==> src/rtl/pc_sequencer.sv <==
// -----------------------------------------------------------------------------
// pc_sequencer
//
// Program-counter sequencing and instruction-fetch handshake control.
// Each cycle it decides whether the external PC register loads, and with which
// value (reset vector, trap vector, jump target, branch target or PC+step).
// It drives the instruction-memory request and reports completed fetches.
//
// Ports:
//   clk            clock, all state updates on the rising edge
//   reset          synchronous, active-high reset
//   pc_cur         current PC (PC register out_data)
//   pc_load        load strobe to the PC register
//   pc_next        value presented to the PC register in_data
//   imem_req       fetch request to instruction memory
//   imem_addr      fetch address (always pc_cur)
//   imem_ready     instruction memory returns an instruction this cycle
//   fetch_valid    one-cycle pulse: instruction at pc_cur delivered
//   stall          downstream cannot accept the next instruction
//   branch_taken   conditional branch resolved taken (pulse)
//   branch_target  branch destination
//   jump           unconditional jump (pulse)
//   jump_target    jump destination
//   trap           exception/trap request (pulse)
//   trap_vector    trap handler address
//   misaligned     pulse: applied jump/branch target had addr[1:0] != 0
//   fetch_count    number of completed fetches (wraps)
// -----------------------------------------------------------------------------
module pc_sequencer #(
    parameter int unsigned           XLEN         = 64,
    parameter logic [XLEN-1:0]       RESET_VECTOR = 64'h0,
    parameter int unsigned           PC_STEP      = 4
) (
    input  logic            clk,
    input  logic            reset,
    input  logic [XLEN-1:0] pc_cur,
    output logic            pc_load,
    output logic [XLEN-1:0] pc_next,
    output logic            imem_req,
    output logic [XLEN-1:0] imem_addr,
    input  logic            imem_ready,
    output logic            fetch_valid,
    input  logic            stall,
    input  logic            branch_taken,
    input  logic [XLEN-1:0] branch_target,
    input  logic            jump,
    input  logic [XLEN-1:0] jump_target,
    input  logic            trap,
    input  logic [XLEN-1:0] trap_vector,
    output logic            misaligned,
    output logic [XLEN-1:0] fetch_count
);

    // FSM state encodings
    localparam logic [1:0] S_INIT  = 2'd0;
    localparam logic [1:0] S_FETCH = 2'd1;
    localparam logic [1:0] S_HOLD  = 2'd2;

    // Redirect kinds, numerically ordered by priority so >= compares priority
    localparam logic [1:0] K_NONE   = 2'd0;
    localparam logic [1:0] K_BRANCH = 2'd1;
    localparam logic [1:0] K_JUMP   = 2'd2;
    localparam logic [1:0] K_TRAP   = 2'd3;

    logic [1:0]      state_q, state_d;
    logic [1:0]      pend_kind_q, pend_kind_d;
    logic [XLEN-1:0] pend_tgt_q, pend_tgt_d;
    logic [XLEN-1:0] fetch_count_q, fetch_count_d;

    logic [1:0]      cur_kind;
    logic [XLEN-1:0] cur_tgt;
    logic [1:0]      eff_kind;
    logic [XLEN-1:0] eff_tgt;
    logic            cur_wins;
    logic            misalign_hit;
    logic            advance;
    logic [XLEN-1:0] seq_pc;
    logic [XLEN-1:0] redirect_pc;

    // Highest-priority redirect requested this cycle
    always_comb begin
        cur_kind = K_NONE;
        cur_tgt  = '0;
        if (trap) begin
            cur_kind = K_TRAP;
            cur_tgt  = trap_vector;
        end else if (jump) begin
            cur_kind = K_JUMP;
            cur_tgt  = jump_target;
        end else if (branch_taken) begin
            cur_kind = K_BRANCH;
            cur_tgt  = branch_target;
        end
    end

    // A current-cycle event of equal or higher priority supersedes the pending one
    assign cur_wins = (cur_kind != K_NONE) && (cur_kind >= pend_kind_q);

    always_comb begin
        eff_kind = pend_kind_q;
        eff_tgt  = pend_tgt_q;
        if (cur_wins) begin
            eff_kind = cur_kind;
            eff_tgt  = cur_tgt;
        end
    end

    // Only jump/branch targets are alignment-checked; trap vectors are trusted
    assign misalign_hit = ((eff_kind == K_JUMP) || (eff_kind == K_BRANCH)) &&
                          (eff_tgt[1:0] != 2'b00);

    assign seq_pc = pc_cur + XLEN'(PC_STEP);

    always_comb begin
        redirect_pc = seq_pc;
        if (eff_kind != K_NONE) begin
            redirect_pc = misalign_hit ? trap_vector : eff_tgt;
        end
    end

    assign advance = !reset &&
                     (((state_q == S_FETCH) && imem_ready && !stall) ||
                      ((state_q == S_HOLD) && !stall));

    assign imem_addr   = pc_cur;
    assign imem_req    = !reset && (state_q == S_FETCH);
    assign fetch_valid = !reset && (state_q == S_FETCH) && imem_ready;
    assign pc_load     = !reset && ((state_q == S_INIT) || advance);
    assign pc_next     = (state_q == S_INIT) ? RESET_VECTOR : redirect_pc;
    assign misaligned  = advance && misalign_hit;
    assign fetch_count = fetch_count_q;

    // Next-state logic
    always_comb begin
        state_d = state_q;
        case (state_q)
            S_INIT:  state_d = S_FETCH;
            S_FETCH: begin
                if (imem_ready) begin
                    state_d = stall ? S_HOLD : S_FETCH;
                end
            end
            S_HOLD: begin
                if (!stall) begin
                    state_d = S_FETCH;
                end
            end
            default: state_d = S_INIT;
        endcase
    end

    // Pending redirect: cleared on advance, otherwise latched if the new event wins
    always_comb begin
        pend_kind_d = pend_kind_q;
        pend_tgt_d  = pend_tgt_q;
        if (advance) begin
            pend_kind_d = K_NONE;
            pend_tgt_d  = '0;
        end else if (cur_wins) begin
            pend_kind_d = cur_kind;
            pend_tgt_d  = cur_tgt;
        end
    end

    assign fetch_count_d = fetch_count_q + XLEN'(fetch_valid);

    always_ff @(posedge clk) begin
        if (reset) begin
            state_q       <= S_INIT;
            pend_kind_q   <= K_NONE;
            pend_tgt_q    <= '0;
            fetch_count_q <= '0;
        end else begin
            state_q       <= state_d;
            pend_kind_q   <= pend_kind_d;
            pend_tgt_q    <= pend_tgt_d;
            fetch_count_q <= fetch_count_d;
        end
    end

endmodule

==> config.mk <==
export PLATFORM = sky130hd
export DESIGN_NAME = pc_sequencer
export DESIGN_NICKNAME = d
export VERILOG_FILES = /design/src/rtl/pc_sequencer.sv
export SDC_FILE = /design/constraint.sdc
export NUM_CORES = 1
export LEC_CHECK = 0
export CORE_AREA = 2 2 180 182
export DETAILED_ROUTE_END_ITERATION = 8
export DIE_AREA = 0 0 182 184
export GPL_ROUTABILITY_DRIVEN = 1
export HOLD_SLACK_MARGIN = 0.15
export PLACE_DENSITY = 0.68
export SYNTH_ARGS = -nofsm -noshare
export SYNTH_HDL_FRONTEND = slang
export SYNTH_SLANG_ARGS = --single-unit
==> constraint.sdc <==
create_clock -name clk -period 7.13 [get_ports clk]
set_input_delay 1.7825 -clock clk [delete_from_list [all_inputs] [get_ports clk]]
set_output_delay 1.7825 -clock clk [all_outputs]
set_load 0.03 [all_outputs]
Word level (Yosys, flattened, before mapping) --
Cells that the tools add are included.
Word-level totals: register bits after elaboration 132, output and inout bits 196, word-level logic and storage cells 49
Operators by class: $add $sub $neg 2, magnitude comparators 1, equality and inequality tests 6, mux-type cells 15, reduce and logical (&&, ||, !) cells 21
Operator list (number):
- two-way mux 64 bit | 7
- adder 64 x 1 -> 64 bit | 1
- adder 64 x 3 -> 64 bit (second input constant) | 1
- two-way mux 2 bit | 6
- logical AND 1 bit | 10
- case mux 2 bit (3 select lines) | 1
- nonzero test 2 bit | 3
- equality test 2 x 1 -> 1 bit (second input constant) | 2
- equality test 2 bit (second input constant) | 2
- != test 2 bit (second input constant) | 2
- logical OR 1 bit | 3
- greater-or-equal comparator 2 bit | 1
- logical NOT 1 bit | 2
- logical NOT 2 bit | 1
- AND reduction 2 bit | 1
- OR reduction 2 bit | 1
- two-way mux 1 bit | 1

Logic depth before layout (Yosys ltp) --
Gate-level depths: netlist of run 1.
word-level depth 12, mapped depth 17, depth with buffers taken out 13

Least setup slack after synthesis of run 1 --
Ideal clock, no wire load.
kind input -> output, from in trap, to out misaligned, arrival 5.292 ns, data required time 5.347 ns, path slack 0.055 ns, stages 14, path through clkbuf_1 > clkbuf_1 > clkbuf_1 > nor2_1 > ha_1 > nand2b_1 > a21o_1 > a21oi_1 > a21oi_1 > ha_1 > o311ai_1 > buf_2 > buf_2 > nor4_1
On the way: cells in the longest elaborated chain, start to end 8, elaborated cells on any way between the ends 13
RTL lines:
- from (decl) | line 48 | input logic trap,
- two-way mux 2 bit | line 84 | if (trap) begin
- greater-or-equal comparator 2 bit or nonzero test 2 bit (tied branches) | line 97 | assign cur_wins = (cur_kind != K_NONE) && (cur_kind >= pend_kind_q);
- logical AND 1 bit | line 97
- two-way mux 2 bit
- equality test 2 bit or equality test 2 x 1 -> 1 bit (tied branches) | line 109 | assign misalign_hit = ((eff_kind == K_JUMP) || (eff_kind == K_BRANCH)) &&
- logical OR 1 bit | line 109
- logical AND 1 bit * | line 109
- logical AND 1 bit * | line 130 | assign misaligned = advance && misalign_hit;
- to (decl) | line 50 | output logic misaligned,
Every way passes the cells marked *; elsewhere a longest branch is shown, timed or not.

Final worst setup path of run 1 --
from in branch_taken, to out pc_next[1]
On the way: cells in the longest elaborated chain, start to end 12, elaborated cells on any way between the ends 20
RTL lines:
- from (decl) | line 44 | input logic branch_taken,
- two-way mux 1 bit | line 90 | end else if (branch_taken) begin
- two-way mux 2 bit | line 87 | end else if (jump) begin
- two-way mux 2 bit | line 84
- greater-or-equal comparator 2 bit or nonzero test 2 bit (tied branches) | line 97
- logical AND 1 bit | line 97
- two-way mux 2 bit
- equality test 2 bit or equality test 2 x 1 -> 1 bit (tied branches) | line 109
- logical OR 1 bit | line 109
- logical AND 1 bit | line 109
- two-way mux 64 bit | line 117 | redirect_pc = misalign_hit ? trap_vector : eff_tgt;
- two-way mux 64 bit * | line 116 | if (eff_kind != K_NONE) begin
- two-way mux 64 bit * | line 129 | assign pc_next = (state_q == S_INIT) ? RESET_VECTOR : redirect_pc;
- to (decl) | line 38 | output logic [XLEN-1:0] pc_next,
Marked as above.

==> summary.txt, run 1 <==
Synth
  – Post-Syn Area: between 0.009 and 0.01 sq mm
  – Synth Register Bits: 132
  – Ys async rst share: 0%
  – Mapped Nets: roughly 1500
  – Synth cell types: 52
  – Post-synthesis compound-gate area fraction: between 15 and 20%
  – Simple-gate share of the synthesized area: between 20% and 30%
  – Top_reg_cell synth: dfxtp_1
  – Synth Area in Adders: 0.757%
  – Mux contribution to synthesized area: a little over an eighth
  – Sequential cell area fraction in the yosys report: approximately a quarter
  – Avg Inst Size Synth: a little under 8 sq um
  – Yosys warning total: 0
  – Number of enable flip-flop cells after synthesis: 0
  – Main combinational cell family by area after synthesis: simple AND/OR/NAND/NOR gates
  – Mapped Cells: 1263
  – XOR/XNOR Fraction of Synth Area: 9.01%

Timing
  – Final worst path period share: a little over nine tenths
  – Final setup vio count: 0
  – Max-slew violations: 0
  – Clock skew: ~13 ps
  – Hold_ws: 497 ps
  – Max-slew headroom: about 28%
  – Setup TNS: 0 ps
  – Final number of hold-violating endpoints: 0
  – RSZ-0062 raised after global routing: no
  – Fin crit period: 6940 ps
  – Fmax: ~0.14 GHz
  – Slew @ Worst Pin: approximately 1100 ps

Clock network
  – Num CTS Buffers: 17
  – Clk sinks: approximately 130
  – Clk slew on worst S/H paths: ~70 ps
  – CTS max path bufs: 2
  – H-tree Lvls: 4
  – Cts hold-fix bufs: 0
  – Worst-Skew Late Latency: 440 ps
  – Clk root buf: clkbuf_16
  – # Post-CTS Setup Buffers: 0
  – CTS tree: built

Floorplanning
  – Full die area: 0.0335 sq mm
  – Core Region: approximately 0.031 sq mm
  – Die width: between 150 and 200 um
  – I/O pins: around 460
  – Initial Utilization: a little under a third
  – Die H: ~180 um
  – Num rows: 65

Status
  – Outcome: complete, no violations

GRT
  – Vias in the first global route: roughly 11000
  – Initial antenna violation count: 10
  – Largest net degree at the start of global routing: 71
  – Global route overflow: 0
  – First-pass GRT wire length: ~64000 um
  – GR Util All Layers: approximately a quarter

Worst setup path
  – WS Path Type: primary input to primary output
  – Crit path largest cell delay: between 700 and 800 ps
  – Worst setup SP type: primary input
  – Buf+Inv Stages, Crit Path: 3
  – Setup slack, reg-to-reg: roughly 3800 ps
  – CP max stage cell: clkdlybuf4s50_1
  – Largest delay share family, worst path: buffers and inverters
  – Setup crit end kind: primary output
  – Max FO, Critical Path: 13
  – Worst Path Required: around 5400 ps
  – FF-to-FF Start: state_q[0]$_SDFFE_PP0P_
  – Worst reg2reg path depth: 9
  – Arrival time worst endpoint: roughly 5200 ps
  – Reg-to-reg endpoint: fetch_count[57]$_SDFF_PP0_
  – Worst path cell trace: clkdlybuf4s50_1, nor2b_4, nor2_1, ha_1, nand2b_1, a21o_1, a21oi_1, a21oi_1, ha_2, o311ai_4, buf_4, and2_1, o31ai_1, clkdlybuf4s50_1

Detailed routing
  – DRC viols: 0
  – Router iterations before antenna repair: 5
  – Vias after detailed routing: 10955
  – Avg WL per Cell: 21.0 um
  – Vias per cell: ~5.3
  – Routed WL: about 43000 um
  – Number of routed nets with antenna violations: 0
  – DR iter-0 viols: roughly 570

Placed design
  – Placed insts: 2013
  – Dpl hpwl: approximately 34000 um
  – IO buf count: approximately 460
  – Gpl congestion: about 0.93

Hold path
  – Hold Crit Start: fetch_count[63]$_SDFF_PP0_
  – Worst Hold Class: flop to flop
  – Hold Path End: fetch_count[63]$_SDFF_PP0_
  – Hold depth: 2

Job
  – Max_cap viols: 0

Finish
  – Synth-to-layout area growth: 53.2%
  – Final nets: 1899
  – Commonest non-fill, non-tap cell in the layout: clkdlybuf4s50_1
  – Commonest cells after routing, fill and taps aside: clkdlybuf4s50_1 (424), dfxtp_1 (132), nor2_1 (118)
  – Layout cells sized above 1: about a tenth
  – Finished Core Util: around 48%
  – Final std cells w/o fill: roughly 2000

Pwr
  – PD cells: between 150 and 200 mW/mm^2
  – Maximum VDD drop: 0.163 mV
  – Static Leak: a little under 0.006 uW
## cells by family (layout without fill, tap and decap cells)
group	after synthesis	in the layout
XOR/XNOR	102	102
adder cells (fa/ha/maj)	6	6
AO/OA/AOI/OAI	257	257
multiplexers	125	125
AND/OR/NAND/NOR	458	458
flip-flops	132	132
buffers and inverters	183	563
other	0	8
## sequential cells by signal, indices dropped and copies added (netlist names)
signal / count
fetch_count: 64
pend_tgt_q: 64
state_q: 2
pend_kind_q: 2
## where the power goes
part	switching [uW]	total [uW]	internal, uW
clock	407	904	497
sequential	11.9	787	775
combinational	661	1230	571
## synthesized netlist by cell type, drive strengths merged (21+ instances only)
library cell	instances	share of area (%)
dfxtp	132	27
nor2	120	4.5
nand2	93	3.5
mux2i	83	8.4
buf	79	5.8
clkbuf	66	2.5
o21ai	57	2.9
xnor2	57	5.0
nand3	56	2.8
a21oi	55	2.8
nor2b	46	2.9
xor2	45	4.0
mux2	42	4.8
a22oi	41	3.1
inv	38	1.4
nand4	34	2.2
o22ai	34	2.1
a221oi	22	1.9
and3	21	1.3
## metrics by stage
| step | total power (uW) | worst slack, ps | cell area, sq um |
|---|---|---|---|
| floorplan | 1510 | 55.2 | 9920 |
| global placement | 2020 | 84.3 | 14600 |
| detailed placement | 2030 | 90.7 | 14600 |
| CTS | 2940 | 68.1 | 15200 |
| global route | 3040 | 13.1 | 15200 |
| finish | 2920 | 190 | 15200 |
## worst max-delay path by stage
| stage | from | end | depth (start not counted) |
|---|---|---|---|
| after detailed placement | branch_taken | pc_next[3] | 14 |
| after CTS | branch_taken | pc_next[3] | 14 |
| after global placement | branch_taken | pc_next[3] | 14 |
| after global routing | branch_taken | pc_next[1] | 14 |
| final | branch_taken | pc_next[1] | 14 |
| after floorplan | trap | misaligned | 14 |
## per-layer routing
metal  share of wire, %  GRT usage (%)
met5              0.067              0
met4                4.4           12.8
met3                5.5           4.00
met2                 52           45.7
met1                 38           27.8
## worst reg2reg max path, cell delays in order, from the launching register on
cell	delay, ps
dfxtp_1	480
nor3b_1	460
and2_1	220
ha_1	230
nand4_1	170
nor2_1	120
and3_1	680
nand3_1	360
or3_1	400
a21oi_1	130
## final cells by class
| type | count | area (sq um) |
|---|---|---|
| Timing Repair Buffer | 493 | 4940 |
| Tap cell | 402 | 503 |
| Multi-Input combinational cell | 948 | 6370 |
| Antenna cell | 8 | 20.0 |
| Fill cell | 3090 | 16200 |
| Inverter | 38 | 143 |
| Sequential cell | 132 | 2640 |
| Clock inverter | 15 | 161 |
| Clock buffer | 17 | 425 |
## timing repair
| action | CTS | global route |
|---|---|---|
| setup endpoints to repair | 0 | 1 |
| endpoints found under the hold margin | 0 | 0 |
| resized for setup | 0 | 1 |
Power figures use the tool's default switching activity.
==> run 2, diff against run 1 <==
CORE_AREA = 2 2 176 178   (was 2 2 180 182)
DIE_AREA = 0 0 178 180   (was 0 0 182 184)
DONT_BUFFER_PORTS = 1   (was not set)
PLACE_DENSITY = 0.51   (was 0.68)
==> run 2 against run 1 <==
Compared with the run above: sequential cell count is the same; register-to-register slack lost 770 ps; combinational power shrank 28%; routed wire length shrank 11%; sequential power is essentially flat; global-route usage shrank 1.8 points; non-clock buffer count shrank 428; hold slack gained 6.7 ps; sequential share of layout area grew 6.8 points; clock power grew 12%; first-iteration DRC count shrank 30%; critical endpoint is now pc_next[48]; largest power group is now clock; highest routed layer is now met4.
==> summary.txt, run 2 (synthesized netlist as in run 1, its figures left out) <==
Status
  – Outcome: complete, no violations

Timing
  – Fmax: between 0.15 and 0.2 GHz
  – Max-slew headroom: a little under a quarter
  – Max-slew violations: 0
  – Final worst path period share: about 90%
  – Fin crit period: roughly 6600 ps
  – Final setup vio count: 0
  – Slew @ Worst Pin: 1160 ps
  – Final WS setup: between 500 and 600 ps
  – Final number of hold-violating endpoints: 0
  – RSZ-0062 raised after global routing: no
  – Clock skew: ~15 ps
  – Setup TNS: 0 ps

Worst setup path
  – Setup crit end kind: primary output
  – Max FO, Critical Path: ~130
  – CP startpoint: trap
  – Worst reg2reg path depth: 9
  – WS Path Type: primary input to primary output
  – CP endpoint: pc_next[48]
  – Arrival time worst endpoint: ~4800 ps
  – Setup slack, reg-to-reg: between 3000 and 4000 ps
  – Worst Path Required: around 5400 ps
  – FF-to-FF Start: state_q[0]$_SDFFE_PP0P_
  – Reg-to-reg endpoint: fetch_count[34]$_SDFF_PP0_
  – Worst setup SP type: primary input

Detailed routing
  – Avg WL per Cell: between 20 and 25 um
  – Vias per cell: approximately 5.6
  – Routed WL: between 30000 and 40000 um
  – Router iterations before antenna repair: 4
  – Number of routed nets with antenna violations: 0
  – Vias after detailed routing: approximately 9000
  – DR iter-0 viols: 403
  – DRC viols: 0

Job
  – Max_cap viols: 0

Pwr
  – Comb power frac: about a third
  – Maximum VDD drop: around 0.15 mV
  – Seq pwr share: between 20% and 30%
  – Static Leak: around 0.0042 uW
  – Clock share of power: between 30% and 40%
  – Sw frac: a little over a third
  – PD cells: between 200 and 250 mW/mm^2
  – Switching power: approximately 960 uW
  – Pint: between 1500 and 2000 uW
  – Final Total Pwr: about 2700 uW

Finish
  – Commonest non-fill, non-tap cell in the layout: dfxtp_1
  – Finished Core Util: a little over a third
  – Sequential Area: ~0.0026 sq mm
  – Fill count: 3170
  – Final instance area: roughly 0.011 sq mm
  – Synth-to-layout area growth: 10.2%
  – Layout cells sized above 1: 13.4%
  – Final nets: roughly 1500
  – Footprint of the multi-input gates: roughly 0.0064 sq mm
  – Commonest cells after routing, fill and taps aside: dfxtp_1 (132), nor2_1 (118), nand2_1 (92)

GRT
  – First-pass GRT wire length: between 50000 and 60000 um
  – Largest net degree at the start of global routing: between 100 and 150
  – GR Util All Layers: between 20% and 30%
  – Global route overflow: 0
  – Initial antenna violation count: 0
  – Vias in the first global route: slightly below 9000

Clock network
  – Clk sinks: 132
  – CTS tree: built
  – Worst-Skew Late Latency: 420 ps
  – # Post-CTS Setup Buffers: 0
  – Clk slew on worst S/H paths: ~70 ps
  – CTS max path bufs: 2
  – H-tree Lvls: 4
  – Num CTS Buffers: 17
  – Post-CTS resize count: 0
  – Cts hold-fix bufs: 0
  – Clk root buf: clkbuf_16

Hold path
  – Worst Hold Class: flop to flop
  – Hold depth: 2

Floorplanning
  – Num rows: 64
  – Die width: between 150 and 200 um
  – Core Region: ~0.030 sq mm
  – I/O pins: around 460
  – Full die area: approximately 0.032 sq mm
  – Initial Utilization: roughly a third
  – Die H: roughly 180 um

Placed design
  – Cell Area, Placed: between 0.01 and 0.015 sq mm
  – Gpl congestion: approximately 0.84
  – IO buf count: 0
  – Setup WS pre-CTS: roughly 660 ps
  – Dpl hpwl: about 30000 um
-- run 2: cell count changes in the layout (fill, tap and decap cells not counted), sizes merged --
cell,delta
clkinvlp,-3
diode,-6
clkdlybuf4s50,-424
buf,-3
bufinv,+2
clkinv,+1
dlymetal6s2s,-1
-- run 2: metal layers --
metal / global-route usage, % / wire, um
met3: 6.03 / 2460
met5: 0 / 0
met1: 25.4 / 14700
met2: 42.8 / 20100
met4: 7.41 / 1040
-- run 2: worst min path at each step --
stage,from,to
after floorplan,pend_tgt_q[26]$_SDFF_PP0_,pend_tgt_q[26]$_SDFF_PP0_
after global placement,pend_tgt_q[8]$_SDFF_PP0_,pend_tgt_q[8]$_SDFF_PP0_
after detailed placement,pend_tgt_q[27]$_SDFF_PP0_,pend_tgt_q[27]$_SDFF_PP0_
after CTS,pend_tgt_q[27]$_SDFF_PP0_,pend_tgt_q[27]$_SDFF_PP0_
after global routing,pend_tgt_q[13]$_SDFF_PP0_,pend_tgt_q[13]$_SDFF_PP0_
final,pend_tgt_q[27]$_SDFF_PP0_,pend_tgt_q[27]$_SDFF_PP0_
-- run 2: critical path, cell delays in order --
cell and delay, ps:
or2_2 370, ha_1 290, a21oi_1 330, nor2_1 80
a21oi_1 180, ha_2 340, o311ai_4 220, buf_12 350
mux2i_1 160, a21oi_1 300, buf_4 230
-- run 2: through the flow --
stage | instances | hold slack, ps
after floorplan | 1263 | 466
final | 1613 | 504
after global routing | 1611 | 535
after CTS | 1611 | 508
after detailed placement | 1579 | 491
after global placement | 1579 | 483
-- run 2: power by group through the flow --
stage	sequential [uW]	combinational (uW)	clock, uW
after detailed placement	804	897	0
final	787	885	1010
after floorplan	799	708	0
after global placement	803	894	0
after global routing	790	942	1060
after CTS	787	899	1030
-- run 2: cell type report --
type | instances | share of cell area (%)
multi-input combinational | 948 | 58.2
sequential | 132 | 24.2
timing repair buffer | 65 | 5.72
tap | 396 | 4.53
clock buffer | 17 | 3.89
clock inverter | 15 | 2.08
inverter | 38 | 1.31
antenna | 2 | 0.0458
==> run 3, diff against run 2 <==
clock period = 7.8 ns   (was 7.13 ns; I/O delays follow)
==> run 3 against run 2 <==
Compared with the run above: via count decreased by 0.55%; clock power decreased by 12%; utilization decreased by 0.62 points; first-iteration DRC count increased by 4.5%; highest routed layer unchanged; largest cell class unchanged; largest power group unchanged; critical endpoint unchanged; non-clock buffer count decreased by 8; register-to-register slack improved by 570 ps; count of clock-buffer cells in the layout unchanged.
==> summary.txt, run 3 (synthesized netlist as in run 1, its figures left out) <==
Clock network
  – Cts hold-fix bufs: 0
  – Clk slew on worst S/H paths: roughly 70 ps
  – CTS tree: built
  – Clk root buf: clkbuf_16
  – Worst-Skew Late Latency: around 430 ps
  – Post-CTS resize count: 0
  – CTS max path bufs: 2
  – H-tree Lvls: 4
  – Num CTS Buffers: 17
  – # Post-CTS Setup Buffers: 0
  – Clk sinks: approximately 130

Worst setup path
  – Crit path largest cell delay: 440 ps
  – Worst setup SP type: primary input
  – Worst Path Required: a little under 6000 ps
  – Arrival time worst endpoint: between 5000 and 6000 ps
  – FF-to-FF Start: state_q[0]$_SDFFE_PP0P_
  – WS Path Type: primary input to primary output
  – Worst reg2reg path depth: 9
  – Reg-to-reg endpoint: fetch_count[57]$_SDFF_PP0_
  – CP max stage cell: buf_4
  – Setup slack, reg-to-reg: 3630 ps
  – Crit path top cell by count: a21oi_1
  – Largest delay share family, worst path: compound AO/OA/AOI/OAI gates
  – Buf+Inv Stages, Crit Path: 2
  – Setup crit end kind: primary output
  – Max FO, Critical Path: between 100 and 150
  – Worst path cell trace: or2_2, ha_1, a21oi_1, nor2_1, a21oi_1, ha_2, o311ai_4, buf_4, mux2i_1, a21oi_1, buf_4

Placed design
  – Cell Area, Placed: between 0.01 and 0.015 sq mm
  – Dpl hpwl: roughly 29000 um
  – Gpl congestion: around 0.85
  – Placed insts: between 1500 and 2000
  – IO buf count: 0
  – Setup WS pre-CTS: approximately 950 ps

GRT
  – Largest net degree at the start of global routing: 132
  – Vias in the first global route: 8803
  – First-pass GRT wire length: ~55000 um
  – Initial antenna violation count: 0
  – Global route overflow: 0
  – GR Util All Layers: 23.2%

Finish
  – Final std cells w/o fill: about 1600
  – Synth-to-layout area growth: 8.29%
  – Commonest cells after routing, fill and taps aside: dfxtp_1 (132), nor2_1 (118), nand2_1 (92)
  – Layout cells sized above 1: about 13%
  – Final nets: around 1500
  – Fill count: 3184
  – Diode count: 0
  – Commonest non-fill, non-tap cell in the layout: dfxtp_1
  – Final instance area: between 0.01 and 0.015 sq mm
  – Finished Core Util: between 30% and 40%

Hold path
  – Hold Path End: pend_tgt_q[10]$_SDFF_PP0_
  – Hold depth: 2
  – Hold Crit Start: pend_tgt_q[10]$_SDFF_PP0_
  – Worst Hold Class: flop to flop

Timing
  – Setup TNS: 0 ps
  – Final number of hold-violating endpoints: 0
  – Final WS setup: 817 ps
  – Max-slew violations: 0
  – Slew @ Worst Pin: about 1100 ps
  – Clock skew: about 15 ps
  – Fin crit period: between 6000 and 7000 ps
  – Fmax: between 0.1 and 0.15 GHz
  – Max-slew headroom: approximately 27%
  – Final worst path period share: 89.5%
  – RSZ-0062 raised after global routing: no
  – Final setup vio count: 0

Floorplanning
  – Num rows: between 60 and 70
  – Die width: 178 um
  – Core Region: between 0.03 and 0.04 sq mm
  – I/O pins: 459
  – Full die area: 0.0320 sq mm
  – Initial Utilization: 32.9%
  – Die H: 180 um

Pwr
  – PD cells: between 200 and 250 mW/mm^2
  – Static Leak: ~0.0041 uW
  – Maximum VDD drop: about 0.13 mV

Detailed routing
  – Vias per cell: ~5.6
  – Routed WL: 38200 um
  – Router iterations before antenna repair: 5
  – DR iter-0 viols: about 420
  – Number of routed nets with antenna violations: 0
  – Vias after detailed routing: ~9000
  – Avg WL per Cell: approximately 24 um
  – DRC viols: 0

Status
  – Outcome: complete, no violations

Job
  – Max_cap viols: 0
run 3: cell types whose count changed in the layout (fill, tap and decap cells not counted), sizes merged:
cell	change
diode	-2
bufinv	-1
buf	-8
clkinvlp	+1
run 3: tightest hold or removal path, cell delays in order, from the launching register on:
cell and delay, ps:
dfxtp_1 310, mux2i_1 70, nor2_1 90
run 3: final cells by class:
cell class | count | area (sq um) | share of cell area (%)
Clock inverter | 15 | 205 | 1.91
Tap cell | 396 | 495 | 4.61
Clock buffer | 17 | 425 | 3.96
Multi-Input combinational cell | 948 | 6360 | 59.3
Sequential cell | 132 | 2640 | 24.6
Inverter | 38 | 143 | 1.33
Timing Repair Buffer | 57 | 465 | 4.33
run 3: metrics by stage:
stage               power, uW  hold slack [ps]
detailed placement       1510              494
global placement         1510              481
finish                   2370              510
floorplan                1380              466
global route             2480              533
CTS                      2410              511
run 3: worst max path at each step:
| stage | from | end | depth (start not counted) |
|---|---|---|---|
| after CTS | trap | pc_next[61] | 9 |
| after detailed placement | trap | pc_next[61] | 9 |
| after floorplan | trap | misaligned | 14 |
| after global placement | trap | pc_next[61] | 9 |
| after global routing | trap | pc_next[48] | 11 |
| final | trap | pc_next[48] | 11 |
run 3: report_power, final:
part | switching (uW) | internal (uW) | leakage, uW
clock network | 389 | 495 | 0.000307
logic | 466 | 303 | 0.00270
registers | 11.7 | 708 | 0.00108
run 3: metal layers:
metal / part of all wire (%) / GRT usage [%] / wire (um) / vias up
li1: - / - / - / 4321
met1: 38 / 25.0 / 14500 / 4307
met2: 53 / 43.2 / 20200 / 319
met3: 6.9 / 6.41 / 2640 / 47
met4: 2.5 / 7.18 / 960 / 0
met5: 0 / 0 / 0 / -
